[src/rtl/fetch_pkg.sv]
// ---------------------------------------------------------------------------
// fetch_pkg
// Shared definitions for the instruction-fetch stage.
//   fetch_state_t    : fetch sequencer states (3-bit encoding)
//   NOP_INSTR        : word presented by the output register out of reset
//   DEFAULT_RESET_PC : default first fetch address
//   PC_INCR          : sequential PC step
//   is_aligned()     : word-alignment test for fetch addresses
// ---------------------------------------------------------------------------
package fetch_pkg;

  typedef enum logic [2:0] {
    IDLE  = 3'd0,
    FETCH = 3'd1,
    WAIT  = 3'd2,
    FULL  = 3'd3,
    DRAIN = 3'd4,
    FAULT = 3'd5
  } fetch_state_t;

  localparam logic [31:0] NOP_INSTR        = 32'h0000_0013;
  localparam logic [31:0] DEFAULT_RESET_PC = 32'h0000_0000;
  localparam logic [31:0] PC_INCR          = 32'd4;

  function automatic logic is_aligned(input logic [31:0] addr);
    return (addr[1:0] == 2'b00);
  endfunction

endpackage

[src/rtl/instr_fetch_if.sv]
// ---------------------------------------------------------------------------
// instr_fetch_if
// Instruction-memory bus between the fetch stage and instruction memory.
//   imem_req_valid / imem_req_ready : request handshake
//   imem_req_addr                   : word-aligned fetch address
//   imem_rsp_valid                  : response strobe, one per accepted request
//   imem_rsp_data                   : instruction word
//   imem_rsp_err                    : bus error qualifying imem_rsp_valid
// master : fetch stage side, slave : memory side.
// ---------------------------------------------------------------------------
interface instr_fetch_if;
  logic        imem_req_valid;
  logic        imem_req_ready;
  logic [31:0] imem_req_addr;
  logic        imem_rsp_valid;
  logic [31:0] imem_rsp_data;
  logic        imem_rsp_err;

  modport master (
    output imem_req_valid,
    output imem_req_addr,
    input  imem_req_ready,
    input  imem_rsp_valid,
    input  imem_rsp_data,
    input  imem_rsp_err
  );

  modport slave (
    input  imem_req_valid,
    input  imem_req_addr,
    output imem_req_ready,
    output imem_rsp_valid,
    output imem_rsp_data,
    output imem_rsp_err
  );
endinterface

[src/rtl/instr_fetch.sv]
// ---------------------------------------------------------------------------
// instr_fetch
// Instruction-fetch stage feeding the control decoder. Keeps the PC, issues
// one outstanding request at a time to instruction memory, and hands the
// returned word with its PC to the decoder through a one-entry valid/ready
// register. Redirects from execute override everything; responses belonging
// to requests issued before a redirect are drained and discarded.
// Ports:
//   clk, rst_n      : clock, asynchronous active-low reset
//   imem            : instruction-memory bus (master side)
//   redirect_valid  : PC redirect from execute, redirect_pc is the target
//   instr_valid/instr_ready : output register handshake
//   instruction, instr_pc, instr_pc_plus4 : output register contents
//   fetch_fault     : sticky fault (bus error or misaligned target),
//                     cleared by the next aligned redirect
// ---------------------------------------------------------------------------
module instr_fetch
  import fetch_pkg::*;
#(
  parameter logic [31:0] RESET_PC = DEFAULT_RESET_PC,
  parameter int          XLEN     = 32
) (
  input  logic            clk,
  input  logic            rst_n,
  instr_fetch_if.master   imem,
  input  logic            redirect_valid,
  input  logic [XLEN-1:0] redirect_pc,
  output logic            instr_valid,
  input  logic            instr_ready,
  output logic [XLEN-1:0] instruction,
  output logic [XLEN-1:0] instr_pc,
  output logic [XLEN-1:0] instr_pc_plus4,
  output logic            fetch_fault
);

  fetch_state_t    state_reg;
  logic [XLEN-1:0] pc_reg;

  logic req_fire;
  logic rsp_accept;
  logic consume;
  logic redirect_misaligned;
  logic pending_after_redirect;

  // In FULL the request is a pass-through of instr_ready so the next fetch
  // goes out in the same cycle the decoder takes the current entry.
  assign imem.imem_req_valid = (state_reg == FETCH) ||
                               ((state_reg == FULL) && instr_ready);
  assign imem.imem_req_addr  = pc_reg;

  assign req_fire   = imem.imem_req_valid && imem.imem_req_ready;
  assign rsp_accept = (state_reg == WAIT) && imem.imem_rsp_valid &&
                      !imem.imem_rsp_err && !redirect_valid;
  assign consume    = (state_reg == FULL) && instr_ready;

  assign redirect_misaligned = !is_aligned(redirect_pc);

  // A request is still owed a response after this edge: either one was just
  // accepted, or we were already waiting and nothing arrived this cycle.
  assign pending_after_redirect =
      req_fire ||
      (((state_reg == WAIT) || (state_reg == DRAIN)) && !imem.imem_rsp_valid);

  // Sequencer and fault flag
  always_ff @(posedge clk or negedge rst_n) begin
    if (!rst_n) begin
      state_reg   <= IDLE;
      fetch_fault <= 1'b0;
    end else if (redirect_valid) begin
      fetch_fault <= redirect_misaligned;
      if (pending_after_redirect)
        state_reg <= DRAIN;
      else if (redirect_misaligned)
        state_reg <= FAULT;
      else
        state_reg <= FETCH;
    end else begin
      case (state_reg)
        IDLE:  state_reg <= FETCH;
        FETCH: if (req_fire) state_reg <= WAIT;
        WAIT: begin
          if (imem.imem_rsp_valid) begin
            if (imem.imem_rsp_err) begin
              fetch_fault <= 1'b1;
              state_reg   <= FAULT;
            end else begin
              state_reg   <= FULL;
            end
          end
        end
        FULL: begin
          if (instr_ready)
            state_reg <= imem.imem_req_ready ? WAIT : FETCH;
        end
        DRAIN: begin
          // pc already holds the redirect target; a misaligned one was
          // flagged at redirect time and must not be fetched.
          if (imem.imem_rsp_valid)
            state_reg <= is_aligned(pc_reg) ? FETCH : FAULT;
        end
        FAULT:   state_reg <= FAULT;
        default: state_reg <= IDLE;
      endcase
    end
  end

  // Program counter
  always_ff @(posedge clk or negedge rst_n) begin
    if (!rst_n)
      pc_reg <= RESET_PC;
    else if (redirect_valid)
      pc_reg <= redirect_pc;
    else if (rsp_accept)
      pc_reg <= pc_reg + PC_INCR;
  end

  // Output register towards the decoder
  always_ff @(posedge clk or negedge rst_n) begin
    if (!rst_n) begin
      instr_valid    <= 1'b0;
      instruction    <= NOP_INSTR;
      instr_pc       <= RESET_PC;
      instr_pc_plus4 <= RESET_PC + PC_INCR;
    end else if (redirect_valid) begin
      instr_valid    <= 1'b0;
    end else if (rsp_accept) begin
      instr_valid    <= 1'b1;
      instruction    <= imem.imem_rsp_data;
      instr_pc       <= pc_reg;
      instr_pc_plus4 <= pc_reg + PC_INCR;
    end else if (consume) begin
      instr_valid    <= 1'b0;
    end
  end

endmodule

[src/flat_wrapper.sv]
// flat-port wrapper written by rule: the top's interface ports become plain ports
module instr_fetch_flat import fetch_pkg::*;
#(
  parameter logic [31:0] RESET_PC = DEFAULT_RESET_PC,
  parameter int          XLEN     = 32
)
  (clk, rst_n, redirect_valid, redirect_pc, instr_valid, instr_ready, instruction, instr_pc, instr_pc_plus4, fetch_fault, imem_imem_req_valid, imem_imem_req_addr, imem_imem_req_ready, imem_imem_rsp_valid, imem_imem_rsp_data, imem_imem_rsp_err);
  instr_fetch_if imem_i ();
  input  logic clk;
  input  logic rst_n;
  input  logic redirect_valid;
  input  logic [XLEN-1:0] redirect_pc;
  output logic instr_valid;
  input  logic instr_ready;
  output logic [XLEN-1:0] instruction;
  output logic [XLEN-1:0] instr_pc;
  output logic [XLEN-1:0] instr_pc_plus4;
  output logic fetch_fault;
  output wire logic [$bits(imem_i.imem_req_valid)-1:0] imem_imem_req_valid;
  output wire logic [$bits(imem_i.imem_req_addr)-1:0] imem_imem_req_addr;
  input wire logic [$bits(imem_i.imem_req_ready)-1:0] imem_imem_req_ready;
  input wire logic [$bits(imem_i.imem_rsp_valid)-1:0] imem_imem_rsp_valid;
  input wire logic [$bits(imem_i.imem_rsp_data)-1:0] imem_imem_rsp_data;
  input wire logic [$bits(imem_i.imem_rsp_err)-1:0] imem_imem_rsp_err;
  assign imem_imem_req_valid = imem_i.imem_req_valid;
  assign imem_imem_req_addr = imem_i.imem_req_addr;
  assign imem_i.imem_req_ready = imem_imem_req_ready;
  assign imem_i.imem_rsp_valid = imem_imem_rsp_valid;
  assign imem_i.imem_rsp_data = imem_imem_rsp_data;
  assign imem_i.imem_rsp_err = imem_imem_rsp_err;
  instr_fetch #(.RESET_PC(RESET_PC), .XLEN(XLEN)) u_core (.clk(clk), .rst_n(rst_n), .imem(imem_i), .redirect_valid(redirect_valid), .redirect_pc(redirect_pc), .instr_valid(instr_valid), .instr_ready(instr_ready), .instruction(instruction), .instr_pc(instr_pc), .instr_pc_plus4(instr_pc_plus4), .fetch_fault(fetch_fault));
endmodule
[config.mk]
export PLATFORM = sky130hd
export DESIGN_NAME = instr_fetch_flat
export DESIGN_NICKNAME = d
export VERILOG_FILES = /design/src/rtl/fetch_pkg.sv /design/src/rtl/instr_fetch_if.sv /design/src/rtl/instr_fetch.sv /design/src/flat_wrapper.sv
export SDC_FILE = /design/constraint.sdc
export NUM_CORES = 1
export LEC_CHECK = 0
export CAP_MARGIN = 5
export CORE_MARGIN = 2
export CORE_UTILIZATION = 48
export CTS_BUF_LIST = sky130_fd_sc_hd__clkbuf_4
export CTS_CLUSTER_DIAMETER = 30
export DETAILED_ROUTE_END_ITERATION = 6
export HOLD_SLACK_MARGIN = 0.12
export PLACE_DENSITY_LB_ADDON = 0.08
export SLEW_MARGIN = 30
export SYNTH_ARGS = -nofsm -noshare
export SYNTH_HDL_FRONTEND = slang
export SYNTH_SLANG_ARGS = --single-unit
[constraint.sdc]
create_clock -name clk -period 2.6 [get_ports clk]
set_clock_uncertainty 0.1 [all_clocks]
set_input_delay 0.52 -clock clk [delete_from_list [all_inputs] [get_ports clk]]
set_output_delay 0.52 -clock clk [all_outputs]
set_load 0.02 [all_outputs]
-- Word level (Yosys, flattened, before mapping)
Cells that the tools add are included.
- add/subtract/negate cells: 1
- multiplexer cells: 20
- bitwise logic cells: 1
- reductions and logical operators: 24
- equality and inequality tests: 9
- operator list (kind ; number):
    32-bit 2-to-1 mux ; 2
    32-bit by 3-bit adder with 32-bit output (second input constant) ; 1
    3-bit 2-to-1 mux ; 9
    3-bit one-hot mux with 6 select lines ; 1
    3-bit != test (second input constant) ; 3
    2-bit nonzero test ; 4
    1-bit 2-to-1 mux ; 7
    3-bit by 2-bit == test with 1-bit output (second input constant) ; 2
    3-bit == test (second input constant) ; 2
    1-bit logical AND ; 6
    1-bit zero test ; 4
    2-bit zero test ; 2
    4-bit AND reduction ; 1
    3-bit by 1-bit == test with 1-bit output (second input constant) ; 1
    3-bit zero test ; 1
    1-bit logical OR ; 3
    3-bit by 2-bit != test with 1-bit output (second input constant) ; 1
    3-bit AND reduction ; 1
    3-bit nonzero test ; 1
    2-bit 2-to-1 mux ; 1
    2-bit AND reduction ; 1
    1-bit NOT ; 1
- bits of input ports: 71
- word-level logic and storage cells: 62
- bits in registers: 133
- output and inout bits: 131

-- Longest topological paths before layout
- word-level depth: 7
- mapped depth: 10
- depth with buffers taken out: 6

-- Worst setup path before layout
No wires, ideal clock.
- kind: register to register
- start point: register u_core.pc_reg[17] (netlist: u_core.imem.imem_req_addr[17])
- end point: register u_core.instr_pc_plus4[25]
- cell stages (with the launch flop): 7
- buffers on the path: 1
- path slack: 0.517 ns
- data required time: 2.375 ns
- library setup time: 0.125 ns
- period minus slack after synthesis: 2.083 ns
- arrival: 1.858 ns
- cells stage by stage: dfrtp_1 -> clkbuf_1 -> nand4_1 -> nor2_1 -> nand3_1 -> xnor2_1 -> mux2_2
- cells in the longest elaborated chain, start to end: 1
- RTL lines (what ; line ; text):
    from (decl) ; instr_fetch.sv:37 ; logic [XLEN-1:0] pc_reg;
    from (signal assigned) ; instr_fetch.sv:112 ; pc_reg <= redirect_pc;
    from (signal assigned) ; instr_fetch.sv:114 ; pc_reg <= pc_reg + PC_INCR;
    32-bit by 3-bit adder with 32-bit output ; instr_fetch.sv:130 ; instr_pc_plus4 <= pc_reg + PC_INCR;
    to (signal assigned) ; instr_fetch.sv:123 ; instr_pc_plus4 <= RESET_PC + PC_INCR;
    to (signal assigned) ; instr_fetch.sv:130 ;
    to (decl) ; instr_fetch.sv:32 ; output logic [XLEN-1:0] instr_pc_plus4,
Every way passes these cells.
A chain may end at the register's enable or synchronous reset.

-- Worst setup path in the final report
- start point: register u_core.pc_reg[23] (netlist: u_core.imem.imem_req_addr[23])
- end point: output imem_imem_req_addr[23]
- RTL lines (what ; line ; text):
    to (decl) ; flat_wrapper.sv:20 ; output wire logic [$bits(imem_i.imem_req_addr)-1:0] imem_imem_req_addr;
No word-level cell between the ends.

==> results.py <==
metrics = {
    "cts": {
        "cts_root_buf": "clkbuf_4",
        "cts_made_buffers": 17,
        "cts_tree": "done",
        "cts.path.max_buffers": 2,
        "clock_latency_ns": 0.53,
        "postCtsSetupRepairBufs": 0,
        "h-tree-depth": 4,
        "cts_sinks": 131,
        "clk_pin_slew_ns": 0.11,
    },
    "worst_setup_path": {
        "slowest_stage": "clkdlybuf4s50_1",
        "path_delay_family": "buffers and inverters",
        "critical_path_buf_inv_count": 1,
        "critPathArrivalTime_ns": 1.80,
        "crit_fanout": 10,
        "worstPathRequired_ns": 1.98,
        "path_cells": "clkdlybuf4s50_1",
        "cp-start-kind": "register",
        "end_kind": "output pin",
        "max_stage_delay_ns": 0.70,
        "path_class": "reg2out",
    },
    "finish": {
        "layout-drive-gt1-share": 0.07779,
        "nets": 946,
        "diodes": 0,
        "finalInstanceArea_sq_um": 8576,
        "area_delta_synth_final_pct": 41.41,
    },
    "outcome": {
        "status": "finished clean",
    },
    "floorplan": {
        "die_area_sq_um": 13550,
        "core_area_sq_um": 12470,
        "rows": 41,
        "io_pins": 202,
        "initial_core_util": 0.4865,
        "die_h_um": 116.4,
        "die_x_um": 116.4,
    },
    "min_path": {
        "worstHoldPathType": "in2async",
    },
    "synthesis": {
        "synth_cells": 685,
        "syn_area_sq_um": 6065,
        "yosysWarnings": 0,
        "synth-seq-cells": 131,
        "ys_seq_area_frac": 0.5414,
        "synthFlopType": "dfrtp_1",
        "avgSynthCellArea_sq_um": 8.853,
        "yosysUniqueCellTypes": 39,
        "syn-num-nets": 757,
        "synthArstFlopShare": 1.000,
        "synth_edf_count": 0,
    },
    "run": {
        "maxCapViolCount": 0,
    },
    "drt": {
        "drt_iter0_drc": 248,
        "route.detailed.drc": 0,
        "wire_per_inst_um": 14.79,
        "ant_nets": 0,
        "via_per_inst": 5.013,
        "dr_total_vias": 5309,
        "routed_wl_um": 15670,
        "first_pass_iters": 5,
    },
    "sta": {
        "fin_crit_sh": 0.9317,
        "worst-slew-pin-transition_ns": 0.6945,
        "rsz0062_at_grt": "no",
        "slew_headroom": 0.5358,
        "slew_viol_final": 0,
        "finalWorstSetupSlack_ns": 0.1776,
        "tns_ns": 0,
        "hold_viol": 0,
        "period_needed_ns": 2.422,
        "fmax_ghz": 0.4128,
        "setup-violations-final": 0,
    },
    "global_routing": {
        "grt_max_degree": 79,
        "grtUsageTotal": 0.2368,
        "grt_pass1_wl_um": 24880,
        "antenna_found_initial": 0,
        "grt_pass1_vias": 5241,
        "grt_overflow_total": 0,
    },
    "placement": {
        "preCtsSetupSlack_ns": 0.1668,
        "dp_hpwl_um": 11200,
        "port_buffers": 201,
        "gp_congestion": 0.7906,
        "place_area_sq_um": 8264,
    },
    "power_and_ir_drop": {
        "peakVddDrop_mv": 0.3640,
        "p_total_w": 0.004924,
        "power.leakage_nw": 3.787,
        "powerDensity_nw_per_um2": 574.2,
    },
}
final timing paths:
kind | slack, ns | start | to | depth (start not counted)
min in group clk | 0.36 | u_core.instruction[0]$_DFFE_PN1P_ | u_core.instruction[0]$_DFFE_PN1P_ | 2
max | 0.18 | u_core.imem.imem_req_addr[23]$_DFFE_PN0P_ | imem_imem_req_addr[23] | 1
min | 0.31 | rst_n | u_core.instruction[31]$_DFFE_PN0P_ | 2
max in group asynchronous | 1.38 | rst_n | u_core.instruction[4]$_DFFE_PN1P_ | 3
min reg2reg | 0.36 | u_core.instruction[0]$_DFFE_PN1P_ | u_core.instruction[0]$_DFFE_PN1P_ | 2
max reg2reg | 0.36 | u_core.imem.imem_req_addr[3]$_DFFE_PN0P_ | u_core.imem.imem_req_addr[22]$_DFFE_PN0P_ | 6
synthesized netlist by cell type, drive strengths merged (4+ instances only):
cell	count	share of area
o21ai	66	0.054
clkbuf	24	0.015
xnor2	29	0.042
xor2	29	0.042
nor4	6	0.0097
nor3	10	0.011
dfrtp	127	0.52
buf	30	0.027
a21oi	5	0.0041
nand2	265	0.16
nand3	21	0.017
nand4	17	0.020
dfstp	4	0.017
nor2	20	0.012
cell usage in the layout (no fill, tap or decap), types with 4 or more instances in the layout:
master           instances
a21oi_1                  5
buf_12                   4
buf_4                   18
bufinv_16                4
clkbuf_4                18
clkdlybuf4s50_1        198
clkinv_1                 4
clkinv_2                 5
dfrtp_1                127
dfstp_2                  4
nand2_1                265
nand3_1                 21
nand4_1                 16
nor2_1                  19
nor3_1                   7
nor4_1                   4
o21ai_0                 55
o21ai_1                 11
xnor2_1                 29
xor2_1                  29
area by class of cell:
type	count	area, sq um
Timing Repair Buffer	224	2232
Clock inverter	14	167.7
Sequential cell	131	3283
Clock buffer	18	135.1
Tap cell	172	215.2
Fill cell	1015	3890
Multi-Input combinational cell	497	2531
Inverter	3	11.26
what timing repair did:
item / CTS / global route
hold endpoints to repair: 127 / 0
hold buffers: 1 / 0
setup endpoints to repair: 1 / 0
gates resized for setup: 1 / 0
power breakdown:
| part | leakage [nW] | total [W] | internal [W] | switching, W |
|---|---|---|---|---|
| Sequential | 1.74 | 0.00239 | 0.00222 | 0.000178 |
| Combinational | 1.88 | 0.00107 | 0.000534 | 0.000536 |
| Clock | 0.165 | 0.00146 | 0.000752 | 0.000708 |
logic make-up after synthesis:
group,after synthesis,synth area share
XOR/XNOR,58,0.08376
adder cells (fa/ha/maj),1,0.002063
flip-flops,131,0.5414
buffers and inverters,57,0.04374
AND/OR/NAND/NOR,360,0.2597
AO/OA/AOI/OAI,74,0.06210
multiplexers,4,0.007221
through the flow:
stage                     hold slack (ns)  cells    util
after floorplan                    0.1244    685       -
after global placement             0.2791   1026  0.6630
after detailed placement           0.2813   1026  0.6630
after CTS                          0.2580   1059  0.6879
after global routing               0.2833   1059  0.6879
final                              0.3120   1059  0.6879
metal layers:
layer	share of wire	vias to the layer above	track usage	wire, um
li1	-	2600	-	-
met1	0.41	2489	0.2864	6470
met2	0.49	194	0.3973	7629
met3	0.079	26	0.07109	1231
met4	0.021	0	0.09683	333
met5	0	-	0	0
Note: power is estimated with default switching activity, not from simulation.
